File: src/rtl/pipe_hazard_ctrl.sv
// ---------------------------------------------------------------------------
// pipe_hazard_ctrl
//   Hazard and forwarding controller for the in-order integer pipeline.
//   It keeps a shift register of in-flight writers (stage 0 = EX, up to
//   NUM_STAGES-1). For the instruction in ID it raises a combinational stall
//   on a not-yet-ready producer. It also registers the forwarding selects
//   used by that instruction during its EX cycle.
//
//   Optional feature macro: HAZARD_ZERO_REG_EN
//     defined   -> register index 0 never matches (no stall/forward on $zero)
//     undefined -> index 0 is tracked like any other register
//
// Ports
//   clk, rst_n              clock, asynchronous active-low reset
//   id_valid                ID holds a real instruction
//   id_rs/id_rt             source indices, id_rs_used/id_rt_used qualify them
//   id_rd, id_wr_en         destination and its write enable
//   id_lat                  result latency after EX (0 behaves as 1)
//   ext_stall               freeze the tracked pipeline
//   flush                   squash ID and the stage-0 entry on advance
//   stall                   hold PC/IF-ID, bubble into EX (combinational)
//   fwd_a/fwd_b             registered forward selects (0 = register file)
//   stall_cnt               saturating hazard-stall cycle counter
// ---------------------------------------------------------------------------

// Per-stage comparator: one instance per tracked stage.
module phc_stage_match #(
    parameter int ADDR_W = 5,
    parameter int LAT_W  = 3,
    parameter int STAGE  = 0
) (
    input  logic              i_vld,
    input  logic [ADDR_W-1:0] i_rd,
    input  logic              i_wr_en,
    input  logic [LAT_W-1:0]  i_lat,
    input  logic [ADDR_W-1:0] i_rs,
    input  logic              i_rs_used,
    input  logic [ADDR_W-1:0] i_rt,
    input  logic              i_rt_used,
    output logic              o_hz_rs,
    output logic              o_hz_rt,
    output logic              o_rdy_rs,
    output logic              o_rdy_rt
);
    // Distance from this stage to the consumer's EX cycle.
    localparam logic [LAT_W:0] K = (LAT_W+1)'(STAGE + 1);

    logic w_trk;
    logic w_hit_rs;
    logic w_hit_rt;
    logic w_late;

`ifdef HAZARD_ZERO_REG_EN
    assign w_trk = |i_rd;
`else
    assign w_trk = 1'b1;
`endif

    assign w_hit_rs = i_vld & i_wr_en & w_trk & i_rs_used & (i_rd == i_rs);
    assign w_hit_rt = i_vld & i_wr_en & w_trk & i_rt_used & (i_rd == i_rt);
    assign w_late   = K < {1'b0, i_lat};

    assign o_hz_rs  = w_hit_rs & w_late;
    assign o_hz_rt  = w_hit_rt & w_late;
    assign o_rdy_rs = w_hit_rs & ~w_late;
    assign o_rdy_rt = w_hit_rt & ~w_late;
endmodule

module pipe_hazard_ctrl #(
    parameter int ADDR_W     = 5,
    parameter int NUM_STAGES = 3,
    parameter int LAT_W      = 3,
    parameter int SEL_W      = 3
) (
    input  logic              clk,
    input  logic              rst_n,
    input  logic              id_valid,
    input  logic [ADDR_W-1:0] id_rs,
    input  logic [ADDR_W-1:0] id_rt,
    input  logic              id_rs_used,
    input  logic              id_rt_used,
    input  logic [ADDR_W-1:0] id_rd,
    input  logic              id_wr_en,
    input  logic [LAT_W-1:0]  id_lat,
    input  logic              ext_stall,
    input  logic              flush,
    output logic              stall,
    output logic [SEL_W-1:0]  fwd_a,
    output logic [SEL_W-1:0]  fwd_b,
    output logic [15:0]       stall_cnt
);
    // Tracked writer entries, index = stage.
    logic [NUM_STAGES-1:0]             r_vld;
    logic [NUM_STAGES-1:0][ADDR_W-1:0] r_rd;
    logic [NUM_STAGES-1:0]             r_wr;
    logic [NUM_STAGES-1:0][LAT_W-1:0]  r_lat;

    logic [SEL_W-1:0] r_fwd_a;
    logic [SEL_W-1:0] r_fwd_b;
    logic [15:0]      r_stall_cnt;

    logic [NUM_STAGES-1:0] w_hz_rs;
    logic [NUM_STAGES-1:0] w_hz_rt;
    logic [NUM_STAGES-1:0] w_rdy_rs;
    logic [NUM_STAGES-1:0] w_rdy_rt;

    logic             w_hz;
    logic             w_adv;
    logic             w_load;
    logic [LAT_W-1:0] w_lat;
    logic [SEL_W-1:0] w_sel_a;
    logic [SEL_W-1:0] w_sel_b;

    genvar g;
    generate
        for (g = 0; g < NUM_STAGES; g++) begin : g_stage
            phc_stage_match #(
                .ADDR_W (ADDR_W),
                .LAT_W  (LAT_W),
                .STAGE  (g)
            ) u_match (
                .i_vld     (r_vld[g]),
                .i_rd      (r_rd[g]),
                .i_wr_en   (r_wr[g]),
                .i_lat     (r_lat[g]),
                .i_rs      (id_rs),
                .i_rs_used (id_rs_used),
                .i_rt      (id_rt),
                .i_rt_used (id_rt_used),
                .o_hz_rs   (w_hz_rs[g]),
                .o_hz_rt   (w_hz_rt[g]),
                .o_rdy_rs  (w_rdy_rs[g]),
                .o_rdy_rt  (w_rdy_rt[g])
            );
        end
    endgenerate

    assign w_hz   = id_valid & (|w_hz_rs | |w_hz_rt);
    assign w_adv  = ~ext_stall;
    assign w_load = id_valid & ~w_hz & ~flush;
    assign w_lat  = (id_lat == '0) ? LAT_W'(1) : id_lat;

    // Youngest ready producer wins. The last stage is excluded: that writer
    // has already reached the write-through register file.
    always_comb begin
        w_sel_a = '0;
        w_sel_b = '0;
        for (int s = NUM_STAGES - 1; s >= 0; s--) begin
            if (s <= NUM_STAGES - 2 && w_rdy_rs[s]) w_sel_a = SEL_W'(s + 1);
            if (s <= NUM_STAGES - 2 && w_rdy_rt[s]) w_sel_b = SEL_W'(s + 1);
        end
    end

    always_ff @(posedge clk or negedge rst_n) begin
        if (!rst_n) begin
            r_vld   <= '0;
            r_rd    <= '0;
            r_wr    <= '0;
            r_lat   <= '0;
            r_fwd_a <= '0;
            r_fwd_b <= '0;
        end else if (w_adv) begin
            for (int s = NUM_STAGES - 1; s > 0; s--) begin
                r_vld[s] <= r_vld[s-1];
                r_rd[s]  <= r_rd[s-1];
                r_wr[s]  <= r_wr[s-1];
                r_lat[s] <= r_lat[s-1];
            end
            // Wrong-path squash also kills the stage-0 entry as it moves on.
            r_vld[1] <= r_vld[0] & ~flush;
            r_vld[0] <= w_load;
            r_rd[0]  <= id_rd;
            r_wr[0]  <= id_wr_en;
            r_lat[0] <= w_lat;
            r_fwd_a  <= w_load ? w_sel_a : '0;
            r_fwd_b  <= w_load ? w_sel_b : '0;
        end
    end

    always_ff @(posedge clk or negedge rst_n) begin
        if (!rst_n) begin
            r_stall_cnt <= '0;
        end else if (w_hz && w_adv && r_stall_cnt != 16'hFFFF) begin
            r_stall_cnt <= r_stall_cnt + 16'd1;
        end
    end

    assign stall     = w_hz | ext_stall;
    assign fwd_a     = r_fwd_a;
    assign fwd_b     = r_fwd_b;
    assign stall_cnt = r_stall_cnt;
endmodule

File: config.mk
export PLATFORM = sky130hd
export DESIGN_NAME = pipe_hazard_ctrl
export DESIGN_NICKNAME = d
export VERILOG_FILES = /design/src/rtl/pipe_hazard_ctrl.sv
export SDC_FILE = /design/constraint.sdc
export NUM_CORES = 1
export LEC_CHECK = 0
export BUFFER_PORTS_ARGS = -buffer_cell sky130_fd_sc_hd__buf_2
export CAP_MARGIN = 20
export CORE_ASPECT_RATIO = 1.75
export CORE_UTILIZATION = 54
export DETAILED_ROUTE_END_ITERATION = 6
export PLACE_DENSITY = 0.86
export SLEW_MARGIN = 20
export SYNTH_ARGS = -nofsm -noshare
export SYNTH_HDL_FRONTEND = slang
export SYNTH_SLANG_ARGS = --single-unit
File: constraint.sdc
create_clock -name clk -period 2.8 [get_ports clk]
set_clock_uncertainty 0.15 [all_clocks]
set_input_delay 0.56 -clock clk [delete_from_list [all_inputs] [get_ports clk]]
set_output_delay 0.56 -clock clk [all_outputs]
set_load 0.02 [all_outputs]
==> reports/qor.txt <==
Initial Util = 57.4%
Antenna violations before repair = 0
Ys Warns = 0
Mean number of vias per cell = 5.65
Compound-cell area share of the yosys netlist = 5.20%
Drt drc = 0
Design area = 2840 sq um
Library cells used by synthesis = 36
Sequential share of power = 53.6%
Max-Cap Viols = 0
Max Slew Vio Count = 0
Core Region = 4230 sq um
Post-Synth Simple-Gate Area = 14.9%
Reg2reg setup slack = 0.51 ns
Congestion Overflow GR = 0
Achievable clock frequency = 373 MHz
CP startpoint = r_rd[3]
Comb power frac = 14.0%
Internal power = 1.13 mW
Die area = 4780 sq um
Layout overhead on the synthesized area = 16.8%
EDFF count, synth = 0
GPL Wtd Cong = 0.927
Global-route wire length before repair = 8030 um
Status = finished clean
Pre-antenna DRT Iters = 4
Final ANT Viol Nets = 0
Area of the mapped netlist = 2430 sq um
Crit path capture type = output pin
Synth Area per Inst = 11.6 sq um
Min cycle time layout = 2.68 ns
Cts hold-fix bufs = 0
Cell Pwr Density = 533 nW/um^2
CTS H-tree depth = 2
Vias in the first global route = 1832
Xor/xnor share of the synthesized area = 15.5%
N_diodes = 0
Total CTS buffers = 5
Setup Total Neg Slack = 0 ns
R2r endpoint = stall_cnt[14]
Final nets = 289
Worst Tran Pin Value = 0.666 ns
Worst-Skew Late Latency = 0.30 ns
FF-to-FF path depth = 7
CTS tree = done
Adder-Cell Fraction of Synth Area = 0.515%
Crit path DAT = 1.97 ns
Largest net degree at the start of global routing = 33
Leak = 1.29 nW
Ys async rst share = 100%
Final wirelength = 4750 um
Post-DR wirelength/cell = 15.2 um
Top-Level Pins = 49
Dpl hpwl = 3790 um
Cells after synthesis = 210
GRT Util Overall = 22.8%
Final worst-path cycle share = 95.9%
RSZ-0062 raised after global routing = false
WS Path Type = reg2out
Post-synthesis mux area share = 12.1%
Crit start category = flip-flop
DRT iter0 DRCs = 20
Part of the Yosys area used for sequential elements = 49.5%
Width of the die = 52.7 um
Setup-failing EPs final = 0
Total clock sinks = 48
Synth Register Bits = 48
Dpl cell area = 2720 sq um
IO Port Bufs = 46
Worst slew margin = 55.6%
Top_reg_cell synth = dfrtp_1
Share of cells above drive strength 1 = 33.5%
Reg-to-reg startpoint = r_rd[3]
# fillers = 349
Crit Path Max Fanout = 4
Net Sw Power = 0.380 mW
Final hold violations = 0
Clk network pwr share = 32.3%
Switching Share = 25.1%
VDD IR max = 0.429 mV
Clk pin slew, worst setup/hold paths = 0.09 ns
CP required = 2.09 ns
Largest family of logic cells by synthesized area = XOR/XNOR gates
FP Rows = 31
Via Count = 1764
CTS Root Buffer Type = clkbuf_8
Clock buffer depth = 2
Min-delay worst type = in2async
Die height = 90.7 um
[worst max-delay path: stages, from the launching register on]
cell      delay [ns]
dfrtp_1         0.44
xor2_1          0.19
nor4_2          0.32
nand3_1         0.16
a2bb2o_4        0.26
nand2_1         0.06
a21o_1          0.10
buf_2           0.15
[routing by layer]
| layer | global-route usage, % | part of all wire [%] | wire, um | vias to the layer above |
|---|---|---|---|---|
| li1 | - | - | - | 847 |
| met1 | 24.4 | 37 | 1760 | 851 |
| met2 | 40.0 | 56 | 2650 | 50 |
| met3 | 4.04 | 3.5 | 167 | 16 |
| met4 | 12.1 | 3.8 | 180 | 0 |
| met5 | 0 | 0 | 0 | - |
[how the worst max path moves through the flow]
| stage | endpoint | slack, ns |
|---|---|---|
| global placement | stall | 0.13 |
| global route | stall | 0.003 |
| CTS | stall | 0.07 |
| floorplan | stall | 0.52 |
| detailed placement | stall | 0.16 |
| finish | stall | 0.12 |
[layout make-up]
class / count / area, sq um / area share, %
Multi-Input combinational cell: 153 / 1180 / 41.7
Sequential cell: 48 / 1200 / 42.3
Timing Repair Buffer: 52 / 275 / 9.70
Inverter: 2 / 7.51 / 0.265
Clock inverter: 2 / 35.0 / 1.24
Clock buffer: 6 / 72.6 / 2.56
Tap cell: 49 / 61.3 / 2.16
[flip-flops by register name (all words and copies together), names as in the netlist]
name       count
r_lat          7
r_vld          3
stall_cnt     16
fwd_a          2
fwd_b          2
r_wr           3
r_rd          15
[cells by family (layout without fill, tap and decap cells)]
logic type	after synthesis	in the layout
muxes	26	26
buffers and inverters	10	62
adders and majority gates	1	1
xor gates and xnor gates	43	43
AOI/OAI and AO/OA	15	15
and+or+nand+nor	66	66
DFF	48	48
other	1	2
[repair_timing]
action / in CTS / in global routing
endpoints found under the hold margin: 0 / 0
endpoints found under the setup margin: 0 / 1
setup buffers: 0 / 0
resized for setup: 0 / 1
[Yosys cell counts, types with 3 or more instances]
library cell,count,area (sq um)
xor2_1,13,114
xnor2_1,30,263
nand2_1,11,41.3
dfrtp_1,48,1200
nand4_1,12,75.1
nor3_1,4,20.0
nor4_1,4,25.0
nand2b_1,3,18.8
nor2_1,5,18.8
o21ai_0,4,20.0
nand3_1,14,70.1
and3_1,6,37.5
mux2_2,24,270
[per-stage QoR]
| stage | power (mW) | instances | setup WS, ns | utilization, % | hold WS, ns |
|---|---|---|---|---|---|
| detailed placement | 1.04 | 304 | 0.162 | 64.4 | 0.324 |
| finish | 1.51 | 312 | 0.116 | 67.1 | 0.133 |
| global route | 1.59 | 312 | 0.00315 | 67.1 | 0.186 |
| global placement | 1.03 | 304 | 0.133 | 64.4 | 0.312 |
| floorplan | 0.957 | 211 | 0.515 | - | 0.114 |
| CTS | 1.52 | 312 | 0.0655 | 66.9 | 0.158 |
[cell usage in the layout, fill, tap and decap left out, types with 4 or more instances in the layout]
master	instances
dfrtp_1	48
nor3_1	4
nand3_1	14
nor2_1	5
mux2_2	24
buf_2	46
o21ai_0	4
nand2_1	11
xnor2_1	30
and3_1	6
clkbuf_8	5
xor2_1	13
nand4_1	12
buf_4	6
[power groups by stage]
stage	Sequential, mW	Clock [mW]	Combinational, mW
3_5_place_dp	0.826	0	0.213
4_1_cts	0.812	0.499	0.214
5_1_grt	0.821	0.533	0.236
6_report	0.811	0.489	0.212
3_3_place_gp	0.821	0	0.207
2_1_floorplan	0.812	0	0.146
Power figures use the tool's default switching activity.
